--- src/rtl/ttl_bus_reader.sv ---
// Receive side of the shared 4-bit TTL bus: samples the bus while both active-low load
// enables are low, queues the samples in a small FIFO and hands them out over valid/ready.
module ttl_bus_reader #(
  parameter int WIDTH        = 4,
  parameter int DEPTH        = 4,
  parameter bit CAPTURE_EDGE = 1'b0
) (
  input  logic                       clk,
  input  logic                       rst,
  input  logic [WIDTH-1:0]           d,
  input  logic                       e1,
  input  logic                       e2,
  output logic [WIDTH-1:0]           q,
  output logic                       q_valid,
  input  logic                       q_ready,
  output logic                       full,
  output logic [$clog2(DEPTH+1)-1:0] count,
  output logic                       ovf,
  input  logic                       ovf_clr
);

  localparam int AW = (DEPTH > 1) ? $clog2(DEPTH) : 1;
  localparam int CW = $clog2(DEPTH+1);
  localparam logic [CW-1:0] FULL_COUNT = CW'(DEPTH);

  logic [WIDTH-1:0] r_mem [DEPTH];
  logic [AW-1:0]    r_wr_ptr;
  logic [AW-1:0]    r_rd_ptr;
  logic [CW-1:0]    r_count;
  logic             r_prev_strobe;
  logic             r_ovf;

  logic w_strobe;
  logic w_cap;
  logic w_valid;
  logic w_full;
  logic w_pop;
  logic w_push;
  logic w_drop;

  assign w_strobe = ~e1 & ~e2;
  assign w_cap    = CAPTURE_EDGE ? (w_strobe & ~r_prev_strobe) : w_strobe;
  assign w_valid  = (r_count != '0);
  assign w_full   = (r_count == FULL_COUNT);
  assign w_pop    = w_valid & q_ready;
  // A full FIFO still accepts a capture when the head leaves in the same cycle.
  assign w_push   = w_cap & (~w_full | w_pop);
  assign w_drop   = w_cap & w_full & ~w_pop;

  // Storage is deliberately left out of reset; only pointers decide what is visible.
  always_ff @(posedge clk) begin
    if (!rst && w_push) begin
      r_mem[r_wr_ptr] <= d;
    end
  end

  always_ff @(posedge clk) begin
    if (rst) begin
      r_wr_ptr      <= '0;
      r_rd_ptr      <= '0;
      r_count       <= '0;
      r_prev_strobe <= 1'b0;
      r_ovf         <= 1'b0;
    end else begin
      r_prev_strobe <= w_strobe;
      if (w_push) begin
        r_wr_ptr <= r_wr_ptr + 1'b1;
      end
      if (w_pop) begin
        r_rd_ptr <= r_rd_ptr + 1'b1;
      end
      case ({w_push, w_pop})
        2'b10:   r_count <= r_count + 1'b1;
        2'b01:   r_count <= r_count - 1'b1;
        default: r_count <= r_count;
      endcase
      if (w_drop) begin
        r_ovf <= 1'b1;
      end else if (ovf_clr) begin
        r_ovf <= 1'b0;
      end
    end
  end

  assign q       = w_valid ? r_mem[r_rd_ptr] : '0;
  assign q_valid = w_valid;
  assign full    = w_full;
  assign count   = r_count;
  assign ovf     = r_ovf;

endmodule
--- config.mk ---
export PLATFORM = sky130hd
export DESIGN_NAME = ttl_bus_reader
export DESIGN_NICKNAME = d
export VERILOG_FILES = /design/src/rtl/ttl_bus_reader.sv
export SDC_FILE = /design/constraint.sdc
export NUM_CORES = 1
export LEC_CHECK = 0
export CAP_MARGIN = 40
export CORE_MARGIN = 4
export CORE_UTILIZATION = 55
export DETAILED_ROUTE_END_ITERATION = 16
export GPL_TIMING_DRIVEN = 1
export PLACE_DENSITY_LB_ADDON = 0.1
export SYNTH_ARGS = -nofsm -noshare
export SYNTH_HDL_FRONTEND = slang
export SYNTH_SLANG_ARGS = --single-unit
--- constraint.sdc ---
create_clock -name clk -period 4.9 [get_ports clk]
set_input_delay 0.98 -clock clk [delete_from_list [all_inputs] [get_ports clk]]
set_output_delay 0.98 -clock clk [all_outputs]
set_load 0.02 [all_outputs]
==> results of run 1 <==
## layout make-up
| cell class | instances | area [µm²] |
|---|---|---|
| Clock buffer | 4 | 26.28 |
| Fill cell | 158 | 593.1 |
| Inverter | 5 | 18.77 |
| Multi-Input combinational cell | 57 | 459.2 |
| Sequential cell | 26 | 680.7 |
| Tap cell | 27 | 33.78 |
| Timing Repair Buffer | 19 | 190.2 |
## where the power goes
| part | internal (mW) | switching (mW) |
|---|---|---|
| combinational | 0.0995 | 0.0976 |
| clock | 0.0317 | 0.0579 |
| sequential | 0.249 | 0.0210 |
## through the flow
step	area, µm²	hold WS (ps)	worst slack (ps)	std cells
3_3_place_gp	1383	505.9	1842	134
4_1_cts	1409	560.8	1824	138
5_1_grt	1409	622.9	1765	138
2_1_floorplan	1182	484.7	2424	92
3_5_place_dp	1383	524.8	1722	134
6_report	1409	558.9	1860	138
## synthesized netlist by cell type (all sizes together)
cell    count  area [µm²]
nand3       4       20.02
o21ai       2       10.01
nand4b      1       8.760
a21o        2       15.01
mux2        1       15.01
a21oi       3       15.01
buf         2       16.26
ha          4       50.05
nor3        1       5.000
nand2       1       3.750
or3         3       20.02
dfxtp      10       200.2
a211oi      1       12.51
a31oi       1       6.260
fa          1       20.02
a32oi       1       8.760
or2         1       6.260
xor2        2       17.52
nor2       10       37.54
xnor2       1       8.760
edfxtp     16       480.5
and2b       1       7.510
and2       10       65.06
nor2b       1       6.260
mux4        4       90.09
clkbuf      2       7.510
inv         5       18.77
mux2i       1       10.01
## sequential cells by signal (all words and copies together) (netlist names), named ones only
register  flops
r_wr_ptr      2
ovf           1
r_rd_ptr      2
count         3
r_mem        16
## worst max-delay path, cell delays in order (launching register included)
cell and delay [ps]:
dfxtp_1 510, mux4_2 540, and2_1 180, clkdlybuf4s50_1 530
## path summary, 6_finish.rpt
| check | endpoint | slack [ps] |
|---|---|---|
| setup / recovery | q[3] | 1860 |
| hold / removal | r_rd_ptr[1] | 560 |
| setup reg to reg | count[2] | 2690 |
| hold reg to reg | r_rd_ptr[1] | 560 |
## cells in the final DEF, fill, tap and decap left out, drive strengths merged, types with 2 or more instances in the layout
| cell | synthesis | routed |
|---|---|---|
| clkbuf | 2 | 4 |
| o21ai | 2 | 2 |
| a21oi | 3 | 3 |
| and2 | 10 | 10 |
| a21o | 2 | 2 |
| inv | 5 | 5 |
| edfxtp | 16 | 16 |
| nor2 | 10 | 10 |
| dfxtp | 10 | 10 |
| clkdlybuf4s50 | 0 | 19 |
| ha | 4 | 4 |
| nand3 | 4 | 4 |
| or3 | 3 | 3 |
| mux4 | 4 | 4 |
| xor2 | 2 | 2 |
## layer usage
layer / wire [µm] / track usage, %
met1: 890 / 17.38
met4: 7 / 7.469
met3: 49 / 2.725
met5: 0 / 0
met2: 1134 / 29.68
## cell families after synthesis
kind of cell	Yosys count	synth area share, %
AOI/OAI and AO/OA	10	5.714
adders and majority gates	5	5.926
muxes	6	9.735
buffers and inverters	9	3.598
DFF	26	57.57
and+or+nand+nor	33	15.24
xor gates and xnor gates	3	2.223
==> flow_metrics.env, run 1 <==
export IMPL_outcome="finished, final reports clean"
export IMPL_grt_total_usage_pct=15.97
export IMPL_worst_setup_path_type="reg2out"
export IMPL_port_buffers=19
export IMPL_numClockSinks=26
export IMPL_start_util_pct=59.06
export IMPL_fin_crit_ps=3040
export IMPL_io_pins=20
export IMPL_gp_congestion=0.6926
export IMPL_wl_mm=2.082
export IMPL_synth_seq_cells=26
export IMPL_grt_max_degree=15
export IMPL_areaGrowthSynthToFinish_pct=19.15
export IMPL_coreArea_um2=2002
export IMPL_antenna_found_initial=0
export IMPL_clk_pin_slew_ps=130
export IMPL_place_hpwl_mm=1.637
export IMPL_hold_viol=0
export IMPL_nNetsFinal=127
export IMPL_drt_iter0_drc=13
export IMPL_slew_viol_final=0
export IMPL_rsz0062_at_grt="false"
export IMPL_htree_levels=1
export IMPL_period_share_pct=62.04
export IMPL_vias=739
export IMPL_worstPathRequired_ps=3920
export IMPL_start_kind="flop"
export IMPL_cts_resized=0
export IMPL_ys_seq_area_share_pct=57.57
export IMPL_cap_viol_max_count=0
export IMPL_tns_ps=0
export IMPL_drc=0
export IMPL_tightest_slew_ps=417.4
export IMPL_netlist_area_um2=1182
export IMPL_yosys_warnings=0
export IMPL_die_w_um=54.37
export IMPL_clk_latency_ps=310
export IMPL_cts_root_buffer_cell="clkbuf_4"
export IMPL_synthCells=92
export IMPL_min_from="r_rd_ptr[1]"
export IMPL_avgViaCountPerCell=5.355
export IMPL_avgSynthCellArea_um2=12.85
export IMPL_p_per_area_nw_per_um2=394.9
export IMPL_antenna_cells=0
export IMPL_ant_nets=0
export IMPL_drive_gt1_share_pct=9.910
export IMPL_holdPathStages=2
export IMPL_cp_max_fo=4
export IMPL_die_area_um2=2956
export IMPL_r2r_start="count[2]"
export IMPL_fin_util_pct=70.38
export IMPL_min_path_type="reg2reg"
export IMPL_grt_pass1_vias=751
export IMPL_cts_setup_buffers=0
export IMPL_clockBufferDepth=2
export IMPL_row_count=16
export IMPL_timing_fmax_ghz=0.3289
export IMPL_grt_remaining_overflow=0
export IMPL_fin_skew_ps=1.544
export IMPL_setup_violations=0
export IMPL_ys_types=31
export IMPL_die_h_um=54.37
export IMPL_wire_per_inst_um=15.09
export IMPL_cts_inserted_buffers=3
export IMPL_hold_buffers=0
export IMPL_crit_arrival_ps=2060
export IMPL_cts_tree="built"
export IMPL_vdd_drop_max_v=0.0002318
export IMPL_critPathCaptureType="primary output"
export IMPL_slew_headroom_pct=72.09
export IMPL_r2r_cells=6
export IMPL_drt_pass1_iter_count=4
export IMPL_p_total_uw=556.4
export IMPL_synth_fp_nets=107
export IMPL_power_leakage_nw=0.5006
export IMPL_grt_pass1_wl_mm=3.243
No activity file was read; power rests on OpenSTA's default activity.
==> inputs of run 2 (changes only) <==
Settings changed: CORE_UTILIZATION 55 to 51.
Clock period 4.9 ns to 3 ns, I/O delays scaled along.
==> run 2 against run 1 <==
Effect of this change: sequential cell count unchanged; via count is 1.4% lower; sequential share of layout area shrank 1.2 points; clock power rose to 2.6 times the previous value; combinational power rose by 59%; cell area is 2.5% higher; critical path type unchanged; largest power group unchanged.
==> flow_metrics.env, run 2 (same netlist as run 1, synthesis figures left out) <==
export IMPL_die_w_um=56.15
export IMPL_timing_fmax_ghz=0.3804
export IMPL_min_path_type="reg2reg"
export IMPL_period_share_pct=87.62
export IMPL_wl_mm=1.883
export IMPL_cts_root_buffer_cell="clkbuf_4"
export IMPL_grt_remaining_overflow=0
export IMPL_seqPwrFrac_pct=44.4
export IMPL_clockPowerShare_pct=23.9
export IMPL_fin_crit_ps=2629
export IMPL_die_area_um2=3153
export IMPL_cap_viol_max_count=0
export IMPL_grt_pass1_vias=679
export IMPL_cp_max_fo=4
export IMPL_place_hpwl_mm=1.443
export IMPL_power_leakage_nw=0.5184
export IMPL_grt_total_usage_pct=12.49
export IMPL_critPathCaptureType="primary output"
export IMPL_use_met2_pct=21.04
export IMPL_cts_tree="built"
export IMPL_grt_util_met3_pct=2.088
export IMPL_p_int_uw=703.6
export IMPL_ant_nets=0
export IMPL_start_util_pct=53.45
export IMPL_rsz0062_at_grt="false"
export IMPL_crit_arrival_ps=2030
export IMPL_drt_iter0_drc=12
export IMPL_vdd_drop_max_v=0.0004577
export IMPL_finalInstanceArea_um2=1444
export IMPL_coreArea_um2=2212
export IMPL_antenna_found_initial=0
export IMPL_wire_per_inst_um=13.45
export IMPL_antenna_cells=0
export IMPL_clockBufferDepth=2
export IMPL_worst_setup_path_type="reg2out"
export IMPL_clk_latency_ps=310
export IMPL_drive_gt1_share_pct=11.61
export IMPL_setup_violations=0
export IMPL_areaGrowthSynthToFinish_pct=22.12
export IMPL_tightest_slew_ps=431.1
export IMPL_cts_setup_buffers=0
export IMPL_start_kind="flop"
export IMPL_final_common_cell="clkdlybuf4s50_1"
export IMPL_hold_buffers=0
export IMPL_clk_pin_slew_ps=140
export IMPL_htree_levels=1
export IMPL_gr_max_usage_layer="met2"
export IMPL_switching_share_pct=28.94
export IMPL_place_area_um2=1391
export IMPL_gp_congestion=0.6644
export IMPL_outcome="finished, final reports clean"
export IMPL_port_buffers=19
export IMPL_slew_headroom_pct=71.17
export IMPL_drc=0
export IMPL_vias=729
export IMPL_fin_skew_ps=1.112
export IMPL_slowest_stage="mux4_2"
export IMPL_drt_pass1_iter_count=4
export IMPL_tns_ps=0
export IMPL_grt_max_degree=16
export IMPL_slew_viol_final=0
export IMPL_grt_pass1_wl_mm=2.987
export IMPL_die_h_um=56.15
export IMPL_met1_usage_pct=15.84
export IMPL_final_cell_mix="clkdlybuf4s50_1, edfxtp_1, nor2_1, dfxtp_1, and2_1"
export IMPL_numClockSinks=26
export IMPL_nNetsFinal=128
export IMPL_avgViaCountPerCell=5.207
export IMPL_io_pins=20
export IMPL_top_register="r_mem"
export IMPL_cts_inserted_buffers=3
export IMPL_cts_resized=0
export IMPL_p_per_area_nw_per_um2=685.8
export IMPL_max_stage_delay_ps=530
export IMPL_pwr_share_comb_pct=31.7
export IMPL_hold_viol=0
export IMPL_largest_reg_flops=16
export IMPL_p_sw_uw=286.5
export IMPL_worstPathRequired_ps=2400
export IMPL_row_count=17
export IMPL_cp_cell_sequence="mux4_2, and2_1, clkdlybuf4s50_1"
[run 2: cell types whose count changed in the layout (fill, tap and decap cells not counted), sizes merged]
cell and change:
clkbuf -1, buf +1, bufinv +1
[run 2: worst max-delay path: cells and delay by family (launching register included)]
family                 cells  cell delay [ps]
muxes                      1              530
buffers and inverters      1              530
DFF                        1              490
and+or+nand+nor            1              160
[run 2: final cells by class]
class                           count  area [µm²]
Clock buffer                        3       22.52
Clock inverter                      1       30.03
Fill cell                         180       768.2
Inverter                            5       18.77
Multi-Input combinational cell     57       459.2
Sequential cell                    26       680.7
Tap cell                           28       35.03
Timing Repair Buffer               20       197.7
[run 2: stage by stage]
step	util, %	power, mW	hold WS (ps)	cells	worst slack [ps]
finish	65.27	0.9902	559.9	140	371.3
global route	65.27	1.039	632.7	140	255.5
CTS	65.27	0.9997	566.2	140	328.2
detailed placement	62.90	0.7664	528.6	136	224.6
global placement	62.90	0.7608	512.2	136	326.9
floorplan	-	0.6467	484.7	92	679.2
[run 2: worst paths after layout]
| path | start | to | slack, ps | cells after the start |
|---|---|---|---|---|
| setup / recovery | flop | q[2] | 370 | 3 |
| hold / removal | r_rd_ptr[0] | r_rd_ptr[0] | 560 | 2 |
| setup reg to reg | count[2] | count[2] | 830 | 6 |
| hold reg to reg | r_rd_ptr[0] | r_rd_ptr[0] | 560 | 2 |
[run 2: power groups by stage]
stage                     logic (mW)  registers (mW)  clock network (mW)
after floorplan                0.193           0.453                   0
after global placement         0.313           0.448                   0
after detailed placement       0.318           0.449                   0
after CTS                      0.319           0.441               0.241
after global routing           0.341           0.445               0.254
final                          0.314           0.439               0.237
[run 2: layer usage]
metal / part of all wire [%] / up-vias
li1: - / 365
met1: 46 / 350
met2: 49 / 10
met3: 3.1 / 4
met4: 1.8 / 0
met5: 0 / -
==> inputs of run 3 (changes only) <==
Clock period 3 ns to 2.6 ns, I/O delays scaled along.
==> run 3 against run 2 <==
Effect of this change: non-clock buffer count grew 3; cell area shrank 0.17%; clock power shrank 27%; count of clock-buffer cells in the layout grew 1; first-iteration DRC count grew 75%; wire length grew 5.4%; critical path depth is the same; global-route usage grew 1.5 points; largest cell class unchanged.
==> flow_metrics.env, run 3 (same netlist as run 1, synthesis figures left out) <==
export IMPL_outcome="finished, final reports clean"
export IMPL_gp_congestion=0.6671
export IMPL_cts_inserted_buffers=3
export IMPL_drive_gt1_share_pct=13.91
export IMPL_clk_pin_slew_ps=140
export IMPL_worst_setup_path_type="reg2out"
export IMPL_fillCellCount=184
export IMPL_grt_total_usage_pct=14.01
export IMPL_drt_pass1_iter_count=4
export IMPL_place_hpwl_mm=1.480
export IMPL_slew_viol_final=0
export IMPL_clockBufferDepth=2
export IMPL_clk_latency_ps=320
export IMPL_io_pins=20
export IMPL_top_register="r_mem"
export IMPL_crit_arrival_ps=1950
export IMPL_cts_setup_buffers=0
export IMPL_stdcell_count=143
export IMPL_final_common_cell="clkdlybuf4s50_1"
export IMPL_timing_fmax_ghz=0.4045
export IMPL_start_kind="flop"
export IMPL_fin_skew_ps=10.38
export IMPL_min_path_type="reg2reg"
export IMPL_largest_reg_flops=16
export IMPL_grt_max_degree=15
export IMPL_tightest_slew_ps=305.2
export IMPL_multi_input_area_um2=459.2
export IMPL_row_count=17
export IMPL_htree_levels=1
export IMPL_nNetsFinal=131
export IMPL_drt_iter0_drc=21
export IMPL_rsz0062_at_grt="false"
export IMPL_numClockSinks=26
export IMPL_areaGrowthSynthToFinish_pct=21.90
export IMPL_hold_worst_slack_ps=555.0
export IMPL_p_total_mw=1.050
export IMPL_cp_max_fo=8
export IMPL_start_util_pct=53.45
export IMPL_drc=0
export IMPL_wire_per_inst_um=13.88
export IMPL_ant_nets=0
export IMPL_critPathCaptureType="primary output"
export IMPL_worstPathRequired_ps=2080
export IMPL_seq_area_um2=681.9
export IMPL_cts_root_buffer_cell="clkbuf_4"
export IMPL_vias=752
export IMPL_setup_violations=0
export IMPL_hold_viol=0
export IMPL_fin_crit_ps=2472
export IMPL_cts_tree="built"
export IMPL_power_leakage_nw=0.5202
export IMPL_dp_cells=139
export IMPL_antenna_found_initial=0
export IMPL_port_buffers=19
export IMPL_cap_viol_max_count=0
export IMPL_wl_mm=1.985
export IMPL_tns_ps=0
export IMPL_grt_remaining_overflow=0
export IMPL_slew_headroom_pct=79.58
export IMPL_coreArea_um2=2212
export IMPL_die_w_um=56.15
export IMPL_p_per_area_nw_per_um2=728.4
export IMPL_final_cell_mix="clkdlybuf4s50_1, edfxtp_1, nor2_1, and2_1, dfxtp_1"
export IMPL_vdd_drop_max_v=0.0004145
export IMPL_die_area_um2=3153
export IMPL_avgViaCountPerCell=5.259
export IMPL_antenna_cells=0
export IMPL_period_share_pct=95.09
export IMPL_die_h_um=56.15
export IMPL_grt_pass1_wl_mm=3.415
export IMPL_grt_pass1_vias=753
run 3: repair_timing:
item                                   in CTS  in global routing
endpoints found under the hold margin       0                  0
hold buffers                                0                  0
setup endpoints to repair                   2                  0
gates resized for setup                     1                  0
run 3: metrics by stage:
| step | util [%] | instance area (µm²) | worst slack, ps |
|---|---|---|---|
| after CTS | 65.16 | 1441 | 95.81 |
| final | 65.16 | 1441 | 127.7 |
| after floorplan | - | 1182 | 279.2 |
| after global routing | 65.16 | 1441 | 33.16 |
| after global placement | 63.91 | 1414 | 188.7 |
| after detailed placement | 63.91 | 1414 | 137.6 |
run 3: worst paths after layout:
path                                   from     endpoint  slack, ps  cells past startpoint
worst max-delay path               count[2]         q[3]        130                      3
worst min-delay path            r_rd_ptr[0]  r_rd_ptr[0]        560                      2
worst max register to register     count[2]     count[2]        470                      6
worst min register to register  r_rd_ptr[0]  r_rd_ptr[0]        560                      2
run 3: worst max-delay path, cell delays in order, from the launching register on:
cell and delay [ps]:
dfxtp_1 400, or3_1 520, and2_1 190, clkdlybuf4s50_1 530
run 3: per-layer routing:
layer | GRT usage [%] | routed length [µm] | vias to the layer above
met4 | 5.085 | 17 | 0
met5 | 0 | 0 | -
met3 | 2.784 | 51 | 2
met1 | 17.21 | 902 | 370
li1 | - | - | 372
met2 | 24.21 | 1013 | 8
run 3: cell type report:
class	instances	area share, %
sequential	26	47.31
multi-input combinational	57	31.86
timing repair buffer	23	15.28
tap	28	2.431
clock buffer	4	1.823
inverter	5	1.302
run 3: where the power goes:
| group | switching (mW) | internal (mW) |
|---|---|---|
| registers | 0.0396 | 0.470 |
| logic | 0.178 | 0.190 |
| clock network | 0.112 | 0.0599 |
| total | 0.329 | 0.720 |
